## src/rtl/fifo_ctrl_pkg.sv

```systemverilog
// Shared state encoding and constants for the sample-FIFO read controller.
package fifo_ctrl_pkg;

  localparam logic [1:0] IDLE  = 2'd0;
  localparam logic [1:0] RUN   = 2'd1;
  localparam logic [1:0] DRAIN = 2'd2;

  localparam int UNDERRUN_W = 16;

  // Pointer width that stays legal for a single-entry buffer.
  function automatic int ptrWidth(input int depth);
    return (depth > 1) ? $clog2(depth) : 1;
  endfunction

endpackage

```

## src/rtl/rd_skid_buf.sv

```systemverilog
// Register-based skid FIFO that absorbs the FIFO read latency; head entry is
// presented combinationally and stays put until popped.
module rd_skid_buf
  import fifo_ctrl_pkg::*;
#(
  parameter int WIDTH = 12,
  parameter int DEPTH = 4,
  parameter int CW    = $clog2(DEPTH + 1)
) (
  input  logic             clock,
  input  logic             reset_n,
  input  logic             i_push,
  input  logic [WIDTH-1:0] i_data,
  input  logic             i_pop,
  output logic [WIDTH-1:0] o_data,
  output logic             o_valid,
  output logic [CW-1:0]    o_count
);

  localparam int PW = ptrWidth(DEPTH);

  logic [WIDTH-1:0] r_mem [DEPTH];
  logic [PW-1:0]    r_rdPtr;
  logic [PW-1:0]    r_wrPtr;
  logic [CW-1:0]    r_count;
  logic             w_full;
  logic             w_doPush;
  logic             w_doPop;

  function automatic logic [PW-1:0] nextPtr(input logic [PW-1:0] p);
    return (p == PW'(DEPTH - 1)) ? '0 : p + 1'b1;
  endfunction

  assign w_full   = (r_count == CW'(DEPTH));
  assign w_doPop  = i_pop & (r_count != '0);
  assign w_doPush = i_push & (!w_full | w_doPop);

  always_ff @(posedge clock or negedge reset_n) begin
    if (!reset_n) begin
      for (int i = 0; i < DEPTH; i++) r_mem[i] <= '0;
      r_rdPtr <= '0;
      r_wrPtr <= '0;
      r_count <= '0;
    end else begin
      if (w_doPush) begin
        r_mem[r_wrPtr] <= i_data;
        r_wrPtr        <= nextPtr(r_wrPtr);
      end
      if (w_doPop) r_rdPtr <= nextPtr(r_rdPtr);
      if (w_doPush && !w_doPop)      r_count <= r_count + 1'b1;
      else if (w_doPop && !w_doPush) r_count <= r_count - 1'b1;
    end
  end

  assign o_data  = r_mem[r_rdPtr];
  assign o_valid = (r_count != '0);
  assign o_count = r_count;

endmodule

```

## src/rtl/fifo_read_ctrl.sv

```systemverilog
// Credit-based dequeue scheduler for the sample FIFO with run/drain control.
// Optional underrun counter enabled by defining FIFO_RD_UNDERRUN_CNT_EN.
module fifo_read_ctrl
  import fifo_ctrl_pkg::*;
#(
  parameter int WIDTH      = 12,
  parameter int LATENCY    = 2,
  parameter int SKID_DEPTH = 4
) (
  input  logic                  clock,
  input  logic                  reset_n,
  input  logic                  enable,
  input  logic                  fifo_empty,
  output logic                  fifo_deq,
  input  logic [WIDTH-1:0]      fifo_data,
  input  logic                  fifo_valid,
  output logic [WIDTH-1:0]      m_data,
  output logic                  m_valid,
  input  logic                  m_ready,
  output logic                  busy,
  output logic                  protocol_err,
  output logic [UNDERRUN_W-1:0] underrun_count
);

  localparam int CW = $clog2(SKID_DEPTH + 1);
  localparam int SW = CW + 1;

  if (SKID_DEPTH < LATENCY + 1) begin : g_badDepth
    $error("fifo_read_ctrl: SKID_DEPTH must be at least LATENCY+1");
  end

  logic [1:0]    r_state;
  logic [1:0]    w_stateNext;
  logic [CW-1:0] r_inFlight;
  logic [CW-1:0] w_count;
  logic [SW-1:0] w_credits;
  logic          w_push;
  logic          w_pop;
  logic          r_protocolErr;

  // A read may only be issued if its data is guaranteed a free skid slot.
  assign w_credits = SW'(w_count) + SW'(r_inFlight);
  assign fifo_deq  = (r_state == RUN) & !fifo_empty & (w_credits < SW'(SKID_DEPTH));
  assign w_push    = fifo_valid & (r_inFlight != '0);
  assign w_pop     = m_valid & m_ready;
  assign busy      = (r_state != IDLE);

  always_comb begin
    w_stateNext = r_state;
    case (r_state)
      IDLE:    if (enable) w_stateNext = RUN;
      RUN:     if (!enable) w_stateNext = DRAIN;
      DRAIN: begin
        if (enable)                  w_stateNext = RUN;
        else if (r_inFlight == '0)   w_stateNext = IDLE;
      end
      default: w_stateNext = IDLE;
    endcase
  end

  always_ff @(posedge clock or negedge reset_n) begin
    if (!reset_n) begin
      r_state       <= IDLE;
      r_inFlight    <= '0;
      r_protocolErr <= 1'b0;
    end else begin
      r_state <= w_stateNext;
      if (fifo_deq && !w_push)      r_inFlight <= r_inFlight + 1'b1;
      else if (w_push && !fifo_deq) r_inFlight <= r_inFlight - 1'b1;
      if (fifo_valid && (r_inFlight == '0)) r_protocolErr <= 1'b1;
    end
  end

  assign protocol_err = r_protocolErr;

  rd_skid_buf #(
    .WIDTH (WIDTH),
    .DEPTH (SKID_DEPTH),
    .CW    (CW)
  ) u_skid (
    .clock   (clock),
    .reset_n (reset_n),
    .i_push  (w_push),
    .i_data  (fifo_data),
    .i_pop   (w_pop),
    .o_data  (m_data),
    .o_valid (m_valid),
    .o_count (w_count)
  );

`ifdef FIFO_RD_UNDERRUN_CNT_EN
  logic [UNDERRUN_W-1:0] r_underrun;

  // Consumer starved while running; saturates rather than wrapping.
  always_ff @(posedge clock or negedge reset_n) begin
    if (!reset_n) begin
      r_underrun <= '0;
    end else if ((r_state == RUN) && m_ready && !m_valid && (r_underrun != '1)) begin
      r_underrun <= r_underrun + 1'b1;
    end
  end

  assign underrun_count = r_underrun;
`else
  assign underrun_count = '0;
`endif

endmodule

```

## config.mk

```make
export PLATFORM = sky130hd
export DESIGN_NAME = fifo_read_ctrl
export DESIGN_NICKNAME = d
export VERILOG_FILES = /design/src/rtl/fifo_ctrl_pkg.sv /design/src/rtl/rd_skid_buf.sv /design/src/rtl/fifo_read_ctrl.sv
export SDC_FILE = /design/constraint.sdc
export NUM_CORES = 1
export LEC_CHECK = 0
export ABC_AREA = 1
export CORE_ASPECT_RATIO = 1.5
export CORE_MARGIN = 3
export CORE_UTILIZATION = 40
export DETAILED_ROUTE_END_ITERATION = 6
export GPL_ROUTABILITY_DRIVEN = 0
export GPL_TIMING_DRIVEN = 1
export PLACE_DENSITY = 0.71
export SETUP_SLACK_MARGIN = 0.05
export SLEW_MARGIN = 5
export SYNTH_ARGS = -nofsm -noshare
export SYNTH_HDL_FRONTEND = slang
export SYNTH_HIERARCHICAL = 1
export SYNTH_SLANG_ARGS = --single-unit
```

## constraint.sdc

```tcl
create_clock -name clock -period 4.7 [get_ports clock]
set_input_delay 0.94 -clock clock [delete_from_list [all_inputs] [get_ports clock]]
set_output_delay 0.94 -clock clock [all_outputs]
set_load 0.02 [all_outputs]
```

==> results of run 1 <==
==> kinds of logic after synthesis <==
family                     Yosys count  share of synthesized area [%]
DFF                                 61                          47.31
and+or+nand+nor                    218                          30.24
AOI/OAI and AO/OA                   40                          6.747
adders and majority gates           11                          4.731
xor gates and xnor gates             3                         0.8144
other                                1                         0.1162
buffers and inverters               59                          10.04
==> registers in the layout, indices dropped and copies added (netlist names) <==
name,cells
protocol_err,1
r_inFlight,3
r_state,2
u_skid/o_count,3
u_skid/r_mem,48
u_skid/r_rdPtr,2
u_skid/r_wrPtr,2
==> per-stage QoR <==
step / hold WS (ns) / instances / setup WS, ns / area [µm²]
6_report: 0.4647 / 519 / 1.263 / 3772
5_1_grt: 0.4861 / 519 / 1.150 / 3772
4_1_cts: 0.4658 / 519 / 1.294 / 3772
3_5_place_dp: 0.4532 / 505 / 1.372 / 3506
3_3_place_gp: 0.4486 / 505 / 1.456 / 3506
2_1_floorplan: 0.4366 / 408 / 2.213 / 3283
==> worst max-delay path, stage by stage, from the launching register on <==
cell and delay, ns:
sky130_fd_sc_hd__dfrtp_1 0.36, sky130_fd_sc_hd__buf_4 0.22, sky130_fd_sc_hd__inv_1 0.55, sky130_fd_sc_hd__o21ai_0 0.16
sky130_fd_sc_hd__o22ai_1 0.22, sky130_fd_sc_hd__clkdlybuf4s50_1 0.65
==> metal layers <==
metal	track usage [%]	up-vias	part of all wire, %
li1	-	1320	-
met1	22.46	1374	40
met2	32.68	91	52
met3	3.966	10	6.2
met4	7.913	0	1.7
met5	0	-	0
==> cell type report <==
type | count | area [µm²] | share of cell area (%)
sequential | 61 | 1526 | 40.46
clock inverter | 2 | 10.01 | 0.2653
inverter | 17 | 63.81 | 1.692
tap | 102 | 127.6 | 3.383
clock buffer | 12 | 256.5 | 6.799
timing repair buffer | 37 | 355.3 | 9.420
multi-input combinational | 288 | 1433 | 37.98
==> where the power goes <==
part / internal (µW) / switching, µW
Sequential: 764 / 165
Combinational: 509 / 826
Clock: 377 / 212
==> worst paths after layout <==
kind,start,to,cells past startpoint
min in group asynchronous,reset_n,u_skid/r_mem[2],2
min,u_skid/r_mem[14],u_skid/r_mem[14],2
min reg2reg,u_skid/r_mem[14],u_skid/r_mem[14],2
max,u_skid/r_rdPtr[0],m_data[10],5
max reg2reg,r_inFlight[0],u_skid/o_count[2],12
max in group asynchronous,reset_n,u_skid/r_mem[0],2
==> placed cells by master, fill, tap and decap left out, drive strengths merged, types with 2 or more instances in the layout <==
cell type and count:
dfrtp 61, nand3 9, nor2 32, ha 9, o22ai 12, o21ai 26
nand4 49, xnor2 2, clkinv 2, conb 16, clkdlybuf4s50 32, inv 17
fa 2, or2 3, clkbuf 12, buf 5, nand2 124
==> reports/results.txt, run 1 <==
The run finished with clean final reports. The netlist uses 27 different library cells. The number of standard cells after synthesis is 393, and the number of placement rows is 39. Global routing consumed, over all layers together, 18.81% of the routing resources.

Category of the worst setup path capture point: an output pin. The first-pass iteration count of the detailed router is 4. Summed instance area of the synthesized netlist: 3227 µm².

The floorplan step defined a die boundary enclosing 9203 µm². VDD sags by at most 0.0003990 V. The cell area power density was 756.1 nW/µm².

The type of element launching the critical path was a flip-flop. The clock buffer count from CTS was 9; the number of enable-type register cells in the synthesized netlist was 0. The fraction of post-synthesis cell area in the top cell type by area is 47.31%. The tools report the total half-perimeter wirelength after legalization and detailed placement as 5151 µm. TritonCTS built the clock tree.

The clock insertion delay at the later pin of the skew report was 0.32 ns. Fill cell instance count of the final layout: 772. Max-cap violations in this run came to 0. The dominant synthesized flop cell was sky130_fd_sc_hd__dfrtp_1. At the worst endpoint, the arrival time is 2.50 ns. The min-delay analysis places its worst path in the category flip-flop to flip-flop. For the pin with the worst max-slew slack, the measured transition is 0.7774 ns. Sequential cells were found to cover 47.31% of the synthesized design area. For this design, the sink count on the clock tree is 61. For the number of failing hold endpoints at the final stage, the log shows 0. The clock-pin slew on the worst setup and hold paths came out at 0.05 ns. Critical setup path kind: flip-flop to output pin. By count the netlist is led by sky130_fd_sc_hd__nand2_1 (123), sky130_fd_sc_hd__dfrtp_1 (61), sky130_fd_sc_hd__nand4_1 (49), sky130_fd_sc_hd__nor2_1 (31), sky130_fd_sc_hd__o21ai_0 (26). After the first detailed-routing iteration, the DRC count stood at 215. The number of synthesized register bits is 61, and the count of warnings emitted by yosys is 6.

The number of global-route vias before repair came out at 2,757. The final wirelength was 7898 µm. The mean instance size in the synthesized netlist was 8.211 µm².

The die width is 79.34 µm. The number of levels the H-tree was split into is 3. The tools report the overall power consumption as 2852 µW.

The post-detailed-route wirelength per cell works out to 15.22 µm. Setup repair after global routing left no endpoint under its margin. The placeable core region was 7710 µm²; the highest fanout seen on the critical path was 28. For the number of gates given a new drive strength after cts, the log shows 0. The count of inserted antenna diode cells is 0, and the leakage power summed over all cells is 0.001885 µW. The post-route netlist has 6.235% of its cells at a drive strength greater than 1. The clock tree buffer depth is 2.

For the setup slack on the worst flop-to-flop path, the log shows 2.17 ns. By instance count, the leading cell after synthesis is sky130_fd_sc_hd__nand2_1. The utilization after layout was 48.93%; the worst slew margin relative to its limit was 48.17%. For this run, the top clock speed supported by timing is 291.0 MHz. The post-detailed-route DRC marker count is 0, and the post-layout minimum cycle time is 3.437 ns. The run gives 50 as the number of top-level design ports. The library cell occupying the most area in the post-synthesis netlist was sky130_fd_sc_hd__dfrtp_1.

The overall die height works out to 116.0 µm. During placement, the flow inserted port buffers numbering 33. For the buffer count from post-CTS setup fixing, the log shows 0. The initial utilization of the core area, before any placement, comes to 41.85%. For this design, the CTS-stage hold fixing added 0 buffers. The run gives 62 as the maximum number of pins on one net before global-route repair. By area the synthesized netlist is led by sky130_fd_sc_hd__dfrtp_1 (47%), sky130_fd_sc_hd__nand2_1 (14%), sky130_fd_sc_hd__nand4_1 (9.5%). The number of antenna violations at the first check in global routing is 0, and the required time of the critical path is 3.76 ns. The count of nets left with antenna violations once routing finished came out at 0. The run gives 0 as the count of final max-slew check failures. Setup violations remaining at the end of the flow were counted as 0.

For the wire length of the first global-routing pass, the log shows 13,430 µm. Maximum clock skew at final layout: 0.003833 ns. The layout net count is 443.

Summed over all failing endpoints, the final setup total negative slack is 0 ns. The number of vias after detailed routing was 2,795; the proportion of synthesized flip-flops having asynchronous set or reset was 100.0%. The number of vias per cell works out to 5.385. Summed over all layers, the global routing overflow is 0. Clock tree synthesis selected as its root buffer the cell sky130_fd_sc_hd__clkbuf_16. The final critical-path share of the clock period was 73.12%. Relative to the synthesized area, the layout overhead comes to 16.91%.
(Power assumes the default switching activity.)
==> inputs of run 2 (changes only) <==
==> constraint.sdc (replaced) <==
create_clock -name clock -period 3.47 [get_ports clock]
set_input_delay 0.694 -clock clock [delete_from_list [all_inputs] [get_ports clock]]
set_output_delay 0.694 -clock clock [all_outputs]
set_load 0.02 [all_outputs]
==> reports/results.txt, run 2 (synthesis gave the netlist of run 1 again) <==
In this run the worst path has a maximum fanout of 15. The tools report the final wirelength as 8187 µm. In this run, post-CTS hold repair placed 0 buffers. The combined global-route utilization of all metal layers is 18.88%, and the clock insertion delay at the later pin of the skew report is 0.33 ns.

The number of antenna diodes in the final layout is 0. Maximum number of pins on one net before global-route repair: 53. The category of the worst setup path capture point is an output pin.

The worst setup margin is 0.3790 ns, and the number of clock sinks is 61. CTS built an H-tree with a depth of 3. In the layout the commonest cells are sky130_fd_sc_hd__nand2_1 (123), sky130_fd_sc_hd__dfrtp_1 (61), sky130_fd_sc_hd__nand4_1 (49). The register containing the most flip-flops in the final layout was u_skid/r_mem.

The total half-perimeter wirelength after legalization and detailed placement was 5261 µm. The post-detailed-route DRC marker count was 0. The final critical-path share of the clock period is 89.08%, and the first-pass iteration count of the detailed router is 5. The area overhead of the layout relative to synthesis was 19.66%. At the pin with the least slew margin, the transition time is 0.8342 ns. The routed layout has 2,805 vias. STA classifies the critical path startpoint as a flip-flop. OpenSTA, run right after detailed placement, puts the worst setup slack at 0.6738 ns. In this run the deepest clock path goes through 2 buffers. Setup repair after global routing left no endpoint under its margin. The run gives 0 as the number of antenna violations at the first check in global routing. Leaving out fill and tap cells, the most frequent cell in the layout is sky130_fd_sc_hd__nand2_1. Setup violations remaining at the end of the flow were counted as 0. The tools report the area of the die as 9203 µm².

TritonCTS built the clock tree. The worst-case vdd ir drop was 0.0005344 V; the count of port buffers added during placement was 33. Post-detailed-route wirelength per cell: 15.71 µm. The analysis attributes to cell leakage a power of 0.001927 µW. Setup total negative slack on the finished layout was measured at 0 ns.

After detailed routing, the number of vias per cell comes to 5.384. Global routing finished with a remaining overflow of 0. Overall die height: 116.0 µm. Cells with a size suffix above 1 make up 6.921% of the layout. Post-layout minimum cycle time: 3.091 ns. In this run the standard cell core region covers 7710 µm². The run gives 0 as the number of failing hold endpoints at the final stage. Data on the critical path is required at its endpoint by 2.78 ns. The class of the tightest hold or removal check was primary input to asynchronous set/reset pin. The maximum clock skew at final layout is 0.005979 ns.

The final layout contains 444 nets. Flip-flop count of the largest register after layout: 48. Buffers inserted during clock tree synthesis total 9.

Maximum operating frequency: 323.5 MHz. The initialized floorplan defines 39 standard-cell rows. Clock-pin slew was measured on the worst setup and hold paths at 0.05 ns. The overall power consumption came out at 4127 µW. STA puts the critical path data arrival time at 2.40 ns. The critical setup path kind is flip-flop to output pin. For the worst slew margin relative to its limit, the log shows 44.39%. The tool flagged a number of max-cap violations equal to 0. 50 I/O pins were placed. The first global-routing pass estimated 13,340 µm of wire. The number of global-route vias before repair is 2,727. In this run the clock root is driven by a sky130_fd_sc_hd__clkbuf_16. The run gives 0 as the number of gates given a new drive strength after cts.

Power spread over the standard cell area amounts to 1069 nW/µm². The flow ran to the end, and the final reports show no timing, DRC or antenna violations. For the number of violations reported at the end of detailed-routing iteration 0, the log shows 270. From left edge to right edge, the die measures 79.34 µm. The number of nets still failing antenna checks after routing was 0. The logs give 0.4590 ns for the worst hold-check slack and 0 for the count of final max-slew check failures. Post-CTS timing repair inserted 0 buffers for setup.

The run gives 41.85% as the starting density of the core.
[run 2: changes by cell type in the layout (fill, tap and decap cells not counted), sizes merged]
cell,previous run,this run
buf,5,6
clkbuf,12,11
clkinv,2,1
bufinv,0,3
[run 2: worst paths after layout]
check	slack, ns	endpoint	depth (start not counted)	start
min in group clock	0.46	u_skid/r_mem[24]	2	u_skid/r_mem[24]
setup / recovery	0.38	m_data[11]	4	u_skid/r_rdPtr[1]
hold / removal	0.46	u_skid/r_mem[6]	1	reset_n
hold reg to reg	0.46	u_skid/r_mem[24]	2	u_skid/r_mem[24]
setup reg to reg	1.05	u_skid/r_mem[1]	10	u_skid/o_count[0]
max in group asynchronous	2.29	u_skid/r_mem[23]	2	reset_n
[run 2: area by class of cell]
cell class	instances	area, µm²
clock inverters	4	95.09
flip-flops and latches	61	1526
inverters	17	63.81
well taps	102	127.6
repair buffers	38	362.8
fillers	768	3849
multi-input cells	288	1433
clock buffers	11	252.7
[run 2: power by group]
| part | internal (µW) | total, µW | switching (µW) |
|---|---|---|---|
| clock network | 734 | 1040 | 305 |
| logic | 690 | 1830 | 1130 |
| registers | 1030 | 1260 | 228 |
[run 2: metal layers]
| layer | vias to the layer above | track usage [%] | part of all wire, % |
|---|---|---|---|
| li1 | 1328 | - | - |
| met1 | 1345 | 22.92 | 41 |
| met2 | 118 | 32.17 | 50 |
| met3 | 14 | 5.443 | 7.5 |
| met4 | 0 | 6.193 | 1.7 |
| met5 | - | 0 | 0 |
[run 2: per-stage QoR]
step	util, %	instance area [µm²]	instances
finish	50.08	3861	521
global route	50.08	3861	521
CTS	50.08	3861	521
detailed placement	45.57	3513	506
global placement	45.57	3513	506
floorplan	-	3283	408
[run 2: worst max-delay path, cell delays in order, from the launching register on]
cell and delay, ns:
sky130_fd_sc_hd__dfrtp_1 0.60, sky130_fd_sc_hd__inv_1 0.42, sky130_fd_sc_hd__o21ai_0 0.21, sky130_fd_sc_hd__o22ai_1 0.17, sky130_fd_sc_hd__clkdlybuf4s50_1 0.66
